===== config.mk =====
export PLATFORM = sky130hd
export DESIGN_NAME = timer_unit
export DESIGN_NICKNAME = d
export VERILOG_FILES = /design/src/rtl/timer_pkg.sv /design/src/rtl/timer_channel.sv /design/src/rtl/timer_unit.sv
export SDC_FILE = /design/constraint.sdc
export NUM_CORES = 1
export LEC_CHECK = 0
export BUFFER_PORTS_ARGS = -buffer_cell sky130_fd_sc_hd__buf_4
export CAP_MARGIN = 5
export CORE_AREA = 2 2 53 104
export CTS_CLUSTER_SIZE = 20
export DETAILED_ROUTE_END_ITERATION = 8
export DIE_AREA = 0 0 55 106
export GPL_TIMING_DRIVEN = 0
export MAX_ROUTING_LAYER = met4
export PLACE_DENSITY = 0.84
export SLEW_MARGIN = 20
export SYNTH_ARGS = -nofsm -noshare
export SYNTH_HDL_FRONTEND = slang
export SYNTH_SLANG_ARGS = --single-unit

===== constraint.sdc =====
create_clock -name clk -period 2.1 [get_ports clk]
set_clock_uncertainty 0.2 [all_clocks]
set_input_delay 0.105 -clock clk [delete_from_list [all_inputs] [get_ports clk]]
set_output_delay 0.105 -clock clk [all_outputs]
set_load 0.02 [all_outputs]

===== src/rtl/timer_pkg.sv =====
// Shared types and constants for the timer unit: register map, channel
// state encoding and the divider tap table indexed by control[1:0].
package timer_pkg;

    typedef enum logic [1:0] {
        REG_DIV     = 2'd0,
        REG_COUNT   = 2'd1,
        REG_MODULO  = 2'd2,
        REG_CONTROL = 2'd3
    } reg_sel_t;

    typedef enum logic [1:0] {
        RUN    = 2'd0,
        OVF    = 2'd1,
        RELOAD = 2'd2
    } ch_state_t;

    localparam int TAP_IDX [4] = '{9, 3, 5, 7};

endpackage


===== src/rtl/timer_channel.sv =====
// One programmable counter channel: falling-edge tick detector on a selected
// divider tap, count/modulo/control registers and the delayed-reload FSM.
module timer_channel
    import timer_pkg::*;
#(
    parameter int COUNT_W      = 8,
    parameter int DIV_W        = 16,
    parameter int RELOAD_DELAY = 4
) (
    input  logic               clk,
    input  logic               rst,
    input  logic [DIV_W-1:0]   div,
    input  logic               wr_count,
    input  logic               wr_modulo,
    input  logic               wr_control,
    input  logic [COUNT_W-1:0] wdata,
    output logic [COUNT_W-1:0] count,
    output logic [COUNT_W-1:0] modulo,
    output logic [2:0]         control,
    output logic               irq
);

    // Delay counter holds the remaining OVF cycles minus one.
    localparam int DLY_W = (RELOAD_DELAY > 2) ? $clog2(RELOAD_DELAY - 1) : 1;
    localparam logic [DLY_W-1:0] DLY_LOAD = DLY_W'((RELOAD_DELAY >= 2) ? RELOAD_DELAY - 2 : 0);

    ch_state_t        state;
    logic [DLY_W-1:0] dly;
    logic [3:0]       taps;
    logic             sig;
    logic             prev_sig;
    logic             tick;
    logic             unused_div;

    assign taps = {div[TAP_IDX[3]], div[TAP_IDX[2]], div[TAP_IDX[1]], div[TAP_IDX[0]]};
    assign unused_div = ^div;

    // Gating by enable before edge detection is what makes disable and
    // tap changes able to produce a spurious tick.
    assign sig  = control[2] & taps[control[1:0]];
    assign tick = prev_sig & ~sig;

    always_ff @(posedge clk or posedge rst) begin
        if (rst) begin
            state    <= RUN;
            dly      <= '0;
            count    <= '0;
            modulo   <= '0;
            control  <= '0;
            prev_sig <= 1'b0;
            irq      <= 1'b0;
        end else begin
            prev_sig <= sig;
            irq      <= 1'b0;
            if (wr_modulo) begin
                modulo <= wdata;
            end
            if (wr_control) begin
                control <= wdata[2:0];
            end
            case (state)
                RUN: begin
                    if (wr_count) begin
                        count <= wdata;
                    end else if (tick) begin
                        if (count == '1) begin
                            count <= '0;
                            if (RELOAD_DELAY == 1) begin
                                state <= RELOAD;
                                irq   <= 1'b1;
                            end else begin
                                state <= OVF;
                                dly   <= DLY_LOAD;
                            end
                        end else begin
                            count <= count + COUNT_W'(1);
                        end
                    end
                end
                OVF: begin
                    if (wr_count) begin
                        count <= wdata;
                        state <= RUN;
                    end else if (dly == '0) begin
                        state <= RELOAD;
                        irq   <= 1'b1;
                    end else begin
                        dly <= dly - DLY_W'(1);
                    end
                end
                RELOAD: begin
                    // A same-cycle MODULO write is the value that gets loaded.
                    count <= wr_modulo ? wdata : modulo;
                    state <= RUN;
                end
                default: begin
                    state <= RUN;
                end
            endcase
        end
    end

endmodule


===== src/rtl/timer_unit.sv =====
// Timer block on the CPU register bus: one free-running divider shared by
// NUM_CH counter channels, with combinational register readback.
module timer_unit
    import timer_pkg::*;
#(
    parameter int NUM_CH       = 1,
    parameter int COUNT_W      = 8,
    parameter int DIV_W        = 16,
    parameter int RELOAD_DELAY = 4,
    localparam int CH_W        = (NUM_CH > 1) ? $clog2(NUM_CH) : 1
) (
    input  logic               clk,
    input  logic               rst,
    input  logic               wr_en,
    input  logic [1:0]         reg_sel,
    input  logic [CH_W-1:0]    ch_sel,
    input  logic [COUNT_W-1:0] wdata,
    output logic [COUNT_W-1:0] rdata,
    output logic [NUM_CH-1:0]  irq,
    output logic [7:0]         div_out
);

    reg_sel_t           sel;
    logic [DIV_W-1:0]   div;
    logic [7:0]         div_hi;
    logic [COUNT_W-1:0] count_a  [NUM_CH];
    logic [COUNT_W-1:0] modulo_a [NUM_CH];
    logic [2:0]         control_a[NUM_CH];
    logic [COUNT_W-1:0] cnt_sel;
    logic [COUNT_W-1:0] mod_sel;
    logic [2:0]         ctl_sel;

    assign sel     = reg_sel_t'(reg_sel);
    assign div_hi  = div[DIV_W-1 -: 8];
    assign div_out = div_hi;

    always_ff @(posedge clk or posedge rst) begin
        if (rst) begin
            div <= '0;
        end else if (wr_en && sel == REG_DIV) begin
            div <= '0;
        end else begin
            div <= div + DIV_W'(1);
        end
    end

    for (genvar g = 0; g < NUM_CH; g++) begin : g_ch
        logic wr_ch;
        assign wr_ch = wr_en && (ch_sel == CH_W'(g));

        timer_channel #(
            .COUNT_W     (COUNT_W),
            .DIV_W       (DIV_W),
            .RELOAD_DELAY(RELOAD_DELAY)
        ) u_ch (
            .clk       (clk),
            .rst       (rst),
            .div       (div),
            .wr_count  (wr_ch && sel == REG_COUNT),
            .wr_modulo (wr_ch && sel == REG_MODULO),
            .wr_control(wr_ch && sel == REG_CONTROL),
            .wdata     (wdata),
            .count     (count_a[g]),
            .modulo    (modulo_a[g]),
            .control   (control_a[g]),
            .irq       (irq[g])
        );
    end

    // Channel selects beyond NUM_CH read back as zero count/modulo/control.
    always_comb begin
        cnt_sel = '0;
        mod_sel = '0;
        ctl_sel = '0;
        for (int i = 0; i < NUM_CH; i++) begin
            if (ch_sel == CH_W'(i)) begin
                cnt_sel = count_a[i];
                mod_sel = modulo_a[i];
                ctl_sel = control_a[i];
            end
        end
        case (sel)
            REG_DIV:     rdata = COUNT_W'(div_hi);
            REG_COUNT:   rdata = cnt_sel;
            REG_MODULO:  rdata = mod_sel;
            REG_CONTROL: rdata = {{(COUNT_W-3){1'b1}}, ctl_sel};
            default:     rdata = '0;
        endcase
    end

endmodule


## After elaboration in Yosys (flattened, before gate mapping)

Cells that the tools add are included.

- Input bits: 14
- Register bits: 41

- Multiplexer cells: 28
- Add/subtract/negate cells: 3
- Magnitude comparators: 1
- Reductions and logical operators: 13
- Eq/ne operators: 14
- Bitwise gates (word level): 4

Operators with widths:

| kind | number |
|---|---|
| 2-to-1 mux 8 bit | 7 |
| one-hot mux 8 bit (4 select lines) | 1 |
| one-hot mux 8 bit (3 select lines) | 1 |
| 2-to-1 mux 2 bit | 10 |
| adder 16 x 1 -> 16 bit, second input constant | 1 |
| 2-to-1 mux 16 bit | 1 |
| adder 8 x 1 -> 8 bit, second input constant | 1 |
| == test 8 bit, second input constant | 1 |
| one-hot mux 2 bit (2 select lines) | 2 |
| == test 2 bit, second input constant | 3 |
| logical NOT 2 bit | 3 |
| != test 2 x 1 -> 1 bit, second input constant | 3 |
| != test 2 bit, second input constant | 3 |
| != test 3 x 1 -> 1 bit, second input constant | 2 |
| AND reduction 6 bit | 1 |
| logical AND 1 bit | 5 |
| == test 2 x 1 -> 1 bit, second input constant | 2 |
| 2-to-1 mux 1 bit | 4 |
| AND reduction 4 bit | 1 |
| < comparator 2 x 3 -> 1 bit, second input constant | 1 |
| 2-to-1 mux 3 bit | 1 |
| AND reduction 3 bit | 1 |
| nonzero test 3 bit | 1 |
| AND 1 bit | 2 |
| other kinds (4) | 5 |

## Longest topological paths before layout

- Depth after elaboration: 8
- Gate-level depth with buffers: 9
- Mapped depth without buffers: 7

## By module

Synthesis repeated with hierarchy kept, for this count alone.

- Cell total of the unflattened synthesis: 276
- Area, all modules: 2588.7 µm²

By module, submodules not included:

| module | times used | area each (µm²) | cells an instance |
|---|---|---|---|
| timer_channel | 1 | 1477.7 | 148 |
| timer_unit | 1 | 1111.1 | 128 |

## Worst setup path before layout

OpenSTA, ideal clock, no wires.

- Kind: reg-to-reg
- Start point: register g_ch[0].u_ch.state[1]
- End point: register g_ch[0].u_ch.count[3]
- Arrival: 1.777 ns
- Stages on the path, launching flop included: 9
- Setup slack: 0.001 ns
- Library setup time: 0.122 ns
- Cell sequence: dfrtp_1 -> inv_1 -> ha_1 -> clkbuf_1 -> nor2_1 -> o2bb2ai_1 -> a31o_2 -> buf_2 -> a32o_1

- Word-level cells in the longest chain between the ends: 3

RTL lines:

| item | line | text |
|---|---|---|
| from (decl) | timer_channel.sv:27 | `ch_state_t state;` |
| from (signal assigned) | timer_channel.sv:45 | `state <= RUN;` |
| from (signal assigned) | timer_channel.sv:69 | `state <= RELOAD;` |
| from (signal assigned) | timer_channel.sv:72 | `state <= OVF;` |
| == test 2 x 1 -> 1 bit, or another cell as far along | timer_channel.sv:61 | `case (state)` |
| != test 2 x 1 -> 1 bit (no source line), or another cell as far along | - |  |
| AND reduction 3 bit (no source line) | - |  |
| to (signal assigned) | timer_channel.sv:64 | `count <= wdata;` |
| to (signal assigned) | timer_channel.sv:76 | `count <= count + COUNT_W'(1);` |
| to (signal assigned) | timer_channel.sv:82 | `count <= wdata;` |
| to (decl) | timer_channel.sv:17 | `output logic [COUNT_W-1:0] count,` |

Parallel ways exist; a longest one is shown, timed or not.
A chain may end at the register's enable or synchronous reset.

## Worst setup path after layout

- Start point: register g_ch[0].u_ch.count[0]
- End point: register g_ch[0].u_ch.state[0]

- Word-level cells in the longest chain between the ends: 3

RTL lines:

| item | line | text |
|---|---|---|
| == test 8 bit | timer_channel.sv:66 | `if (count == '1) begin` |
| != test 2 x 1 -> 1 bit (no source line) | - |  |
| AND reduction 4 bit (no source line) | - |  |
| to (signal assigned) | timer_channel.sv:69 |  |
| to (signal assigned) | timer_channel.sv:72 |  |
| to (signal assigned) | timer_channel.sv:83 | `state <= RUN;` |

Every way passes these cells.

==> implementation parameters <==
Parameter                              Value

Pwr
  Ratio of total power to cell area ... 1107 mW/mm2
  Power Total ... 3.505 mW
  Peak supply drop ... 0.0007345 V
  Leakage power ... 1.435 nW

Placement
  Dpl hpwl ... 4943 um
  Placed Cells ... 359
  Weighted congestion reported at the end of routability-driven placement ... 0.9334
  Total cell area at the placement stage ... 0.002920 mm2
  Post-placement worst setup slack ... -0.4151 ns
  Input/output buffers ... 30

Finish
  Final net count ... 342
  Core utilization of the finished layout ... 62.19%
  Antenna Diode Count ... 0
  Fraction of final layout cells with drive strength greater than 1 ... 24.69%
  Post-route non-filler standard cell count ... 378
  Layout overhead on the synthesized area ... 22.03%
  Most common cell after layout, fill and taps aside ... buf_4
  Cell area after layout ... 0.003167 mm2
  Commonest cells after routing, fill and taps aside ... buf_4 (45), dfrtp_1 (41), nor2_1 (22)

Worst setup path
  Reg-to-reg slack, setup ... 0.08 ns
  Critical path fanouts, max ... 4
  Type of element capturing the critical path ... flop
  Required arrival time at the worst endpoint ... 2.09 ns
  Crit Reg-Reg Endpoint ... g_ch[0].u_ch.state[0]$_DFFE_PP0P_
  Worst flop-to-flop path startpoint ... g_ch[0].u_ch.count[0]$_DFFE_PP0P_
  Data arrival at the endpoint of the critical path ... 2.01 ns
  Element type at the critical path start ... flop
  WS Path Type ... flop to flop
  R2R cell count ... 6

Routing
  Drt first-iter violations ... 100
  Average detailed-routed wire length per instance ... 17.76 um
  Final ANT Viol Nets ... 0
  Met1 layer wirelength in the final routing ... 2315 um
  Aggregate routed wire length ... 6712 um
  Total length of routed met2 wires ... 3845 um
  Total met3 wirelength after detailed routing ... 269 um
  Highest routed layer ... met4
  DRC violations left ... 0
  Count of vias placed by the detailed router ... 2296
  Vias per inst ... 6.074
  TritonRoute pass-1 iters ... 4

Timing
  Share of the clock period used by the worst path after layout ... 96.06%
  Number of hold violations in the final report ... 0
  Timing-limited maximum frequency ... 495.7 MHz
  Setup Viol. Count Final ... 0
  RSZ-0062 raised after global routing ... no
  Slew at the pin with the worst max-slew slack ... 0.5008 ns
  Minimum clock period ... 2.017 ns
  Final sum of negative setup slack ... 0 ns
  Slew Viols, Final ... 0
  Worst-case hold slack ... 0.09178 ns
  Remaining max-slew budget at the tightest pin ... 66.36%
  Min setup slack post-route ... 0.08279 ns

CTS
  Clock latency at the later pin of the worst-skew pair ... 0.30 ns
  Maximum buffer depth of the clock tree ... 2
  Clock slew at the register clock pins of the worst setup and hold paths ... 0.08 ns
  # clock sinks ... 41
  Clock root buffer master ... clkbuf_8
  TritonCTS clock tree ... done
  Maximum level of the CTS H-tree ... 2
  Number of buffers added by the clock tree synthesis step ... 5

Floorplanning
  Vertical die dimension ... 106 um
  Area inside the core boundary ... 0.005092 mm2
  Standard-cell row count ... 37
  Die W ... 55 um
  Area of the die ... 0.005830 mm2
  Starting density of the core ... 50.96%
  I/O pins ... 31

Global route
  Global-route wire length before repair ... 10980 um
  Tot GR Track Use ... 26.40%
  Via count of the first global-routing pass ... 2393
  Leftover overflow at the end of global routing ... 0
  Initial antenna violation count ... 0
  Pin count of the biggest net entering global routing ... 23

Synthesis
  Count of state elements after synthesis ... 41
  Number of warnings printed during yosys synthesis ... 0
  Post-Synthesis Mean Instance Area ... 9.611 um2
  Net count after synthesis ... 292
  Fraction of registers with async set/reset ... 100.0%
  Flip-flop cell with the highest count after synthesis ... dfrtp_1
  Sequential element share of the synthesized area ... 39.54%
  Summed instance area of the synthesized netlist ... 0.002595 mm2
  Number of unique standard cell types used by synthesis ... 57
  Post-synth EDFFs ... 0
  Gate Count Post-Synth ... 270

Worst hold path
  Worst min-delay path startpoint ... wr_en
  Worst Hold Path EP ... g_ch[0].u_ch.control[1]$_DFFE_PP0P_
  Hold crit path type ... primary input to flop
  Cell depth of the worst min-delay path ... 3

Run status
  Result of the run ... finished clean

Run
  Number of violations of the max-capacitance limit ... 0
critical path: stages, from the launching register on:
cell and delay [ns]:
dfrtp_1 0.40, ha_2 0.22, and3_4 0.21, nand3_1 0.11, and4bb_2 0.27, o21ai_2 0.17
mux2_1 0.33
per-layer routing:
| layer | global-route usage, % | vias to the layer above |
|---|---|---|
| met5 | - | - |
| met4 | 13.94 | 0 |
| met3 | 3.933 | 30 |
| met2 | 44.73 | 88 |
| met1 | 27.89 | 1114 |
| li1 | - | 1064 |
repair_timing:
item / CTS / global route
pin swaps: 0 / 2
hold buffers: 9 / 0
hold endpoints to repair: 53 / 0
resized for setup: 8 / 10
buffers inserted: 3 / 1
setup endpoints to repair: 9 / 9
synth_stat cells (3+ instances only):
library cell  number  area, um2
buf_4             11      82.58
inv_1             12      45.04
nand2_1           20      75.07
nor2_1            23      86.33
o21ai_1            5      25.02
nor2b_1            9      56.30
mux2_1             8      90.09
a21oi_1           12      60.06
or3_1              3      18.77
nand4_1            4      25.02
clkbuf_1           6      22.52
xnor2_1            7      61.31
and3_1             4      25.02
a31oi_1            3      18.77
nor3_1             3      15.01
a22oi_1            6      45.04
mux2_4             4      60.06
ha_1               8      100.1
mux2i_1            8      80.08
dfrtp_1           41       1026
o22ai_1            3      18.77
nand3_1           12      60.06
o21ai_0           10      50.05
xor2_1             8      70.07
worst max path at each step:
stage / cells after the start / from / to
6_report: 6 / g_ch[0].u_ch.count[0]$_DFFE_PP0P_ / g_ch[0].u_ch.state[0]$_DFFE_PP0P_
5_1_grt: 6 / g_ch[0].u_ch.count[0]$_DFFE_PP0P_ / g_ch[0].u_ch.state[0]$_DFFE_PP0P_
3_5_place_dp: 8 / g_ch[0].u_ch.state[1]$_DFFE_PP0P_ / g_ch[0].u_ch.count[3]$_DFFE_PP0P_
4_1_cts: 6 / g_ch[0].u_ch.count[0]$_DFFE_PP0P_ / g_ch[0].u_ch.state[0]$_DFFE_PP0P_
3_3_place_gp: 8 / g_ch[0].u_ch.state[1]$_DFFE_PP0P_ / g_ch[0].u_ch.count[3]$_DFFE_PP0P_
2_1_floorplan: 8 / g_ch[0].u_ch.state[1]$_DFFE_PP0P_ / g_ch[0].u_ch.count[3]$_DFFE_PP0P_
state kept, by name (all words and copies together) (netlist names):
name                flops
div                    16
g_ch.u_ch.state         2
g_ch.u_ch.dly           2
g_ch.u_ch.irq           1
g_ch.u_ch.modulo        8
g_ch.u_ch.count         8
g_ch.u_ch.prev_sig      1
g_ch.u_ch.control       3
power breakdown:
| group | switching [mW] | internal [mW] | total (mW) |
|---|---|---|---|
| combinational | 0.924 | 0.806 | 1.73 |
| sequential | 0.227 | 1.01 | 1.23 |
| clock | 0.281 | 0.261 | 0.542 |
| total | 1.43 | 2.07 | 3.50 |
cells by family after synthesis:
group           after synthesis  synth area share [%]
compound gates               62                 16.68
mux                          21                 9.306
buf+inv                      34                 6.846
fa+ha+maj                     8                 3.857
flops                        41                 39.54
simple gates                 89                 18.71
xor+xnor                     15                 5.063
final cells by class:
class | count | area (um2)
tap | 58 | 72.57
buffer | 19 | 138.9
timing repair buffer | 44 | 372.9
clock buffer | 7 | 86.33
inverter | 14 | 55.05
sequential | 41 | 1026
multi-input combinational | 195 | 1415
fill | 445 | 1926
(Power assumes the default switching activity.)
